File: src/rtl/sum_every_n.sv
// rtl/sum_every_n.sv - streaming reducer: sums each group of GROUP accepted beats
// and emits one sum per group, with valid/ready on both sides and early close via i_last.
module sum_every_n #(
    parameter int IW    = 4,
    parameter int GROUP = 3,
    localparam int OW   = (GROUP == 1) ? IW : IW + $clog2(GROUP),
    localparam int CW   = $clog2(GROUP + 1)
) (
    input  logic          clk,
    input  logic          rst,
    input  logic          i_dval,
    output logic          i_rdy,
    input  logic          i_last,
    input  logic [IW-1:0] i,
    output logic          o_dval,
    input  logic          o_rdy,
    output logic [OW-1:0] o,
    output logic [CW-1:0] o_cnt
);

    localparam int NW = (GROUP > 1) ? $clog2(GROUP) : 1;
    localparam logic [NW-1:0] LAST_CNT = NW'(GROUP - 1);

    logic [NW-1:0] cnt;
    logic [OW-1:0] acc;
    logic          full_beat;
    logic          closing;
    logic          accept;
    logic [OW-1:0] sum;

    assign full_beat = (cnt == LAST_CNT);
    assign closing   = full_beat || i_last;

    // Only a closing beat needs the output register; it may go when the
    // register is empty or being drained in this same cycle.
    assign i_rdy  = !o_dval || o_rdy || !closing;
    assign accept = i_dval && i_rdy;

    // The first beat of a group replaces whatever is left in acc.
    assign sum = (cnt == '0) ? OW'(i) : acc + OW'(i);

    always_ff @(posedge clk or posedge rst) begin
        if (rst) begin
            cnt    <= '0;
            acc    <= '0;
            o_dval <= 1'b0;
            o      <= '0;
            o_cnt  <= '0;
        end else begin
            if (accept) begin
                if (closing) begin
                    o     <= sum;
                    o_cnt <= CW'(cnt) + CW'(1);
                    cnt   <= '0;
                end else begin
                    acc <= sum;
                    cnt <= cnt + NW'(1);
                end
            end
            if (accept && closing) begin
                o_dval <= 1'b1;
            end else if (o_rdy) begin
                o_dval <= 1'b0;
            end
        end
    end

endmodule
File: config.mk
export PLATFORM = sky130hd
export DESIGN_NAME = sum_every_n
export DESIGN_NICKNAME = d
export VERILOG_FILES = /design/src/rtl/sum_every_n.sv
export SDC_FILE = /design/constraint.sdc
export NUM_CORES = 1
export LEC_CHECK = 0
export BUFFER_PORTS_ARGS = -buffer_cell sky130_fd_sc_hd__buf_2
export CAP_MARGIN = 20
export CORE_UTILIZATION = 55
export DETAILED_ROUTE_END_ITERATION = 6
export PLACE_DENSITY = 0.92
export SYNTH_ARGS = -nofsm -noshare
export SYNTH_HDL_FRONTEND = slang
export SYNTH_SLANG_ARGS = --single-unit
File: constraint.sdc
create_clock -name clk -period 5.15 [get_ports clk]
set_input_delay 1.03 -clock clk [delete_from_list [all_inputs] [get_ports clk]]
set_output_delay 1.03 -clock clk [all_outputs]
set_load 0.1 [all_outputs]
==> results.json, run 1 <==
{
  "multi_input_area_um2": 462,
  "synth_flop_cell": "dfrtp_1",
  "core_area_mm2": 0.00156,
  "tns_ps": 0,
  "max_freq_mhz": 345,
  "worstHoldPathType": "reg2reg",
  "cp_max_fo": 4,
  "grt_pass1_wl_um": 3090,
  "cts_root_buf": "clkbuf_4",
  "ant_nets": 0,
  "post-cts-setup-buffers": 0,
  "yosysWarnings": 0,
  "h-tree-depth": 1,
  "layout-drive-gt1-share": 0.224,
  "numCtsBuffers": 3,
  "worstSetupPathType": "in2out",
  "antenna_cells": 0,
  "clk_pin_slew_ps": 80,
  "cp-end-kind": "output port",
  "crit_buf_inv": 2,
  "io_pins": 19,
  "fin_skew_ps": 3.36,
  "avgViaCountPerCell": 5.80,
  "cts_buffer_depth": 2,
  "ys_seq_area_frac": 0.450,
  "dp_hpwl_um": 1370,
  "vias": 766,
  "hold_viol": 0,
  "hold_buffers": 0,
  "fill_cells": 134,
  "cts.sinks": 17,
  "synth_seq_cells": 17,
  "period_needed_ps": 2900,
  "rsz0062_at_grt": "false",
  "dp_slack_ps": 2260,
  "die_w_um": 43.5,
  "maxSlewViolCount": 0,
  "synth.distinct_cells": 33,
  "place_congestion": 0.839,
  "final_util": 0.681,
  "avgRoutedWirePerCell_um": 13.1,
  "drc": 0,
  "grt_pass1_vias": 750,
  "cts_resized": 0,
  "track_usage": 0.224,
  "synth_area_per_cell_um2": 9.75,
  "wl_um": 1730,
  "clk-insertion-delay-late_ps": 280,
  "timing.critical_path.max_delay_family": "buffers and inverters",
  "syn_nets": 113,
  "antenna_found_initial": 0,
  "crit_path_frequent_cell": "buf_2",
  "finalWorstSetupSlack_ps": 2250,
  "nets": 133,
  "dieArea_mm2": 0.00189,
  "overflow": 0,
  "tightestPinTransition_ps": 609,
  "grt_max_degree": 18,
  "relSlewSlack": 0.594,
  "tritoncts": "done",
  "worstSetupStartpoint": "i_last",
  "worstPathRequired_ps": 4120,
  "drt_iter0_drc": 12,
  "cp_slowest_cell": "buf_2",
  "status": "complete, no violations",
  "synth_async_sr_flop_share": 1.00,
  "critPathLaunchType": "input pin",
  "critical-path-max-stage-delay_ps": 410,
  "synth_area_um2": 946,
  "setup_viol": 0,
  "syn_inst": 97,
  "num_rows": 14,
  "register_area_um2": 425,
  "fin_crit_sh": 0.563,
  "portBuffers": 18,
  "die_h_um": 43.5,
  "worstHoldStart": "o[0]$_DFFE_PP0P_",
  "r2r_start": "acc[0]$_DFFE_PP0P_",
  "cp.arrival_ps": 1870,
  "start_util": 0.607,
  "crit_path_cell_trace": "buf_2 -> nor2_1 -> or2_2 -> buf_2",
  "drv_cap": 0,
  "area_growth_pct": 12.2,
  "dr.pass1.iters": 4,
  "synth-edff-count": 0
}
==> cells in the mapped netlist, types with 2 or more instances <==
cell type / instances / area [um2]
nor2_1: 3 / 11.3
a21oi_1: 2 / 10.0
ha_1: 6 / 75.1
o21ai_0: 11 / 55.1
a31oi_1: 2 / 12.5
nand3_1: 2 / 10.0
dfrtp_1: 17 / 425
buf_2: 2 / 10.0
o21ai_1: 3 / 15.0
inv_1: 10 / 37.5
or3b_1: 2 / 17.5
mux2_2: 2 / 22.5
a32o_1: 2 / 20.0
nor2b_1: 2 / 12.5
nand2_1: 13 / 48.8
==> layer usage <==
metal / wire [um] / track usage
met5: 0 / 0
met4: 27 / 0.119
met3: 46 / 0.0292
met2: 866 / 0.382
met1: 791 / 0.277
==> stage by stage <==
| stage | hold WS, ps | cells | cell area, um2 |
|---|---|---|---|
| floorplan | 452 | 97 | 946 |
| global placement | 458 | 128 | 1030 |
| detailed placement | 468 | 128 | 1030 |
| CTS | 488 | 132 | 1060 |
| global route | 517 | 132 | 1060 |
| finish | 480 | 132 | 1060 |
==> registers in the layout (all words and copies together), names as in the netlist <==
name and flops:
acc 6, o 6, cnt 2, o_cnt 2
o_dval 1
==> worst register-to-register path, stage by stage, from the launching register on <==
cell and delay [ps]:
dfrtp_1 380, ha_1 190, inv_1 60, fa_1 370, and2b_1 220, o21ai_1 120, a2111oi_2 390, o21bai_1 170
==> cells by family (layout without fill, tap and decap cells) <==
logic type	after synthesis	in the layout	share of synthesized area
and+or+nand+nor	29	29	0.159
AOI/OAI and AO/OA	27	27	0.185
DFF	17	17	0.450
buffers and inverters	13	32	0.0622
adders and majority gates	7	7	0.101
muxes	3	3	0.0344
xor gates and xnor gates	1	1	0.00926
==> cells in the final DEF (no fill, tap or decap), types with 2 or more instances in the layout <==
master | Yosys | layout
buf_2 | 2 | 18
o21ai_1 | 3 | 3
nand2_1 | 13 | 13
dfrtp_1 | 17 | 17
a31oi_1 | 2 | 2
o21ai_0 | 11 | 11
nand3_1 | 2 | 2
ha_1 | 6 | 6
mux2_2 | 2 | 2
a21oi_1 | 2 | 2
nor2b_1 | 2 | 2
inv_1 | 10 | 10
clkbuf_4 | 0 | 3
nor2_1 | 3 | 3
a32o_1 | 2 | 2
or3b_1 | 2 | 2
==> layout make-up <==
cell class              count  share of cell area
flip-flops and latches     17               0.401
well taps                  16              0.0189
repair buffers             18              0.0849
inverters                  10              0.0354
multi-input cells          67               0.435
clock buffers               4              0.0248
==> path summary, 6_finish.rpt <==
kind                                      end  slack [ps]  cells after the start
max in group asynchronous  acc[2]$_DFFE_PP0P_        3950                      2
min in group asynchronous  acc[4]$_DFFE_PP0P_         800                      2
hold reg to reg              o[0]$_DFFE_PP0P_         480                      2
hold / removal               o[0]$_DFFE_PP0P_         480                      2
setup / recovery                        i_rdy        2250                      4
setup reg to reg           acc[4]$_DFFE_PP0P_        3180                      7
Power of run 1 is left out: the tool's default activity adds up to more than one toggle a clock period on the data nets, which glitch-free logic cannot reach.
==> inputs of run 2 (changes only) <==
--- a/config.mk
+++ b/config.mk
@@ -7,9 +7,9 @@
 export LEC_CHECK = 0
 export BUFFER_PORTS_ARGS = -buffer_cell sky130_fd_sc_hd__buf_2
 export CAP_MARGIN = 20
-export CORE_UTILIZATION = 55
+export CORE_UTILIZATION = 52
 export DETAILED_ROUTE_END_ITERATION = 6
-export PLACE_DENSITY = 0.92
+export PLACE_DENSITY = 0.88
 export SYNTH_ARGS = -nofsm -noshare
 export SYNTH_HDL_FRONTEND = slang
 export SYNTH_SLANG_ARGS = --single-unit
==> constraint.sdc (replaced) <==
create_clock -name clk -period 2.7 [get_ports clk]
set_input_delay 0.54 -clock clk [delete_from_list [all_inputs] [get_ports clk]]
set_output_delay 0.54 -clock clk [all_outputs]
set_load 0.1 [all_outputs]
==> results.json, run 2 (synthesis results as in run 1) <==
{
  "status": "complete, no violations",
  "antenna_found_initial": 0,
  "critPathLaunchType": "flop",
  "track_usage": 0.226,
  "layout-drive-gt1-share": 0.224,
  "ant_nets": 0,
  "worstHoldPathType": "in2async",
  "clk_pin_slew_ps": 100,
  "final_common_cell": "buf_2",
  "cp.arrival_ps": 1760,
  "crit_path_cell_trace": "inv_1 -> ha_1 -> nor2_1 -> or2_2 -> buf_2",
  "cp_slowest_cell": "dfrtp_1",
  "fin_skew_ps": 1.20,
  "grt_max_degree": 18,
  "cts_buffer_depth": 2,
  "start_util": 0.554,
  "final_cell_mix": "18 x buf_2, 17 x dfrtp_1, 13 x nand2_1",
  "dr.pass1.iters": 4,
  "worstSetupPathType": "reg2out",
  "core_area_mm2": 0.00171,
  "clk-insertion-delay-late_ps": 290,
  "worstPathRequired_ps": 2160,
  "relSlewSlack": 0.570,
  "critical-path-max-stage-delay_ps": 410,
  "drc": 0,
  "grt_pass1_wl_um": 3130,
  "dieArea_mm2": 0.00199,
  "cts_root_buf": "clkbuf_4",
  "tightestPinTransition_ps": 645,
  "cts.sinks": 17,
  "cts_resized": 0,
  "setup_viol": 0,
  "avgViaCountPerCell": 5.26,
  "die_h_um": 44.7,
  "area_growth_pct": 13.4,
  "place_congestion": 0.758,
  "rsz0062_at_grt": "false",
  "vias": 742,
  "io_pins": 19,
  "cp_max_fo": 4,
  "grt_pass1_vias": 715,
  "maxSlewViolCount": 0,
  "cp-end-kind": "output port",
  "portBuffers": 18,
  "worstSetupStartpoint": "cnt[0]$_DFFE_PP0P_",
  "drt_iter0_drc": 4,
  "period_needed_ps": 2300,
  "r2r_start": "acc[0]$_DFFE_PP0P_",
  "avgRoutedWirePerCell_um": 12.8,
  "wl_um": 1810,
  "die_w_um": 44.7,
  "antenna_cells": 0,
  "stdcell_count": 141,
  "tns_ps": 0,
  "fin_crit_sh": 0.851,
  "drv_cap": 0,
  "nets": 133,
  "post-cts-setup-buffers": 0,
  "overflow": 0,
  "max_freq_mhz": 435,
  "tritoncts": "done",
  "reg.largest.list": "acc: 6 flops, o: 6 flops",
  "dp_cells": 137,
  "dp_hpwl_um": 1370,
  "num_rows": 15,
  "h-tree-depth": 1,
  "numCtsBuffers": 3,
  "hold_buffers": 0,
  "hold_viol": 0
}
run 2: per-layer routing:
layer  vias up  track usage  routed length [um]
li1        377            -                   -
met1       338        0.293                 876
met2        20        0.338                 797
met3         7       0.0490                  79
met4         0        0.152                  56
met5         -            0                   0
run 2: worst max-delay path, delay by kind of cell (launching register included):
family / cells / cell delay [ps]
and+or+nand+nor: 2 / 350
buffers and inverters: 2 / 490
DFF: 1 / 410
adders and majority gates: 1 / 210
run 2: stage by stage:
| step | cell area, um2 | setup slack, ps | hold slack, ps | utilization |
|---|---|---|---|---|
| 3_5_place_dp | 1050 | 541 | 473 | 0.612 |
| 5_1_grt | 1070 | 304 | 383 | 0.628 |
| 6_report | 1070 | 402 | 314 | 0.628 |
| 3_3_place_gp | 1050 | 613 | 460 | 0.612 |
| 4_1_cts | 1070 | 411 | 345 | 0.628 |
| 2_1_floorplan | 946 | 527 | 452 | - |
run 2: layout make-up:
type | count | area, um2
repair buffers | 18 | 90.1
multi-input cells | 67 | 462
fillers | 142 | 636
clock buffers | 4 | 26.3
inverters | 10 | 37.5
well taps | 25 | 31.3
flip-flops and latches | 17 | 425
run 2: path summary, 6_finish.rpt:
kind / to / slack (ps) / cells past startpoint
worst min-delay path: o[0]$_DFFE_PP0P_ / 310 / 2
worst min register to register: acc[0]$_DFFE_PP0P_ / 490 / 2
max in group asynchronous: o[1]$_DFFE_PP0P_ / 1970 / 2
worst max register to register: acc[4]$_DFFE_PP0P_ / 840 / 7
worst max-delay path: i_rdy / 400 / 5
min in group clk: acc[0]$_DFFE_PP0P_ / 490 / 2
Power of run 2 is left out for the same reason.
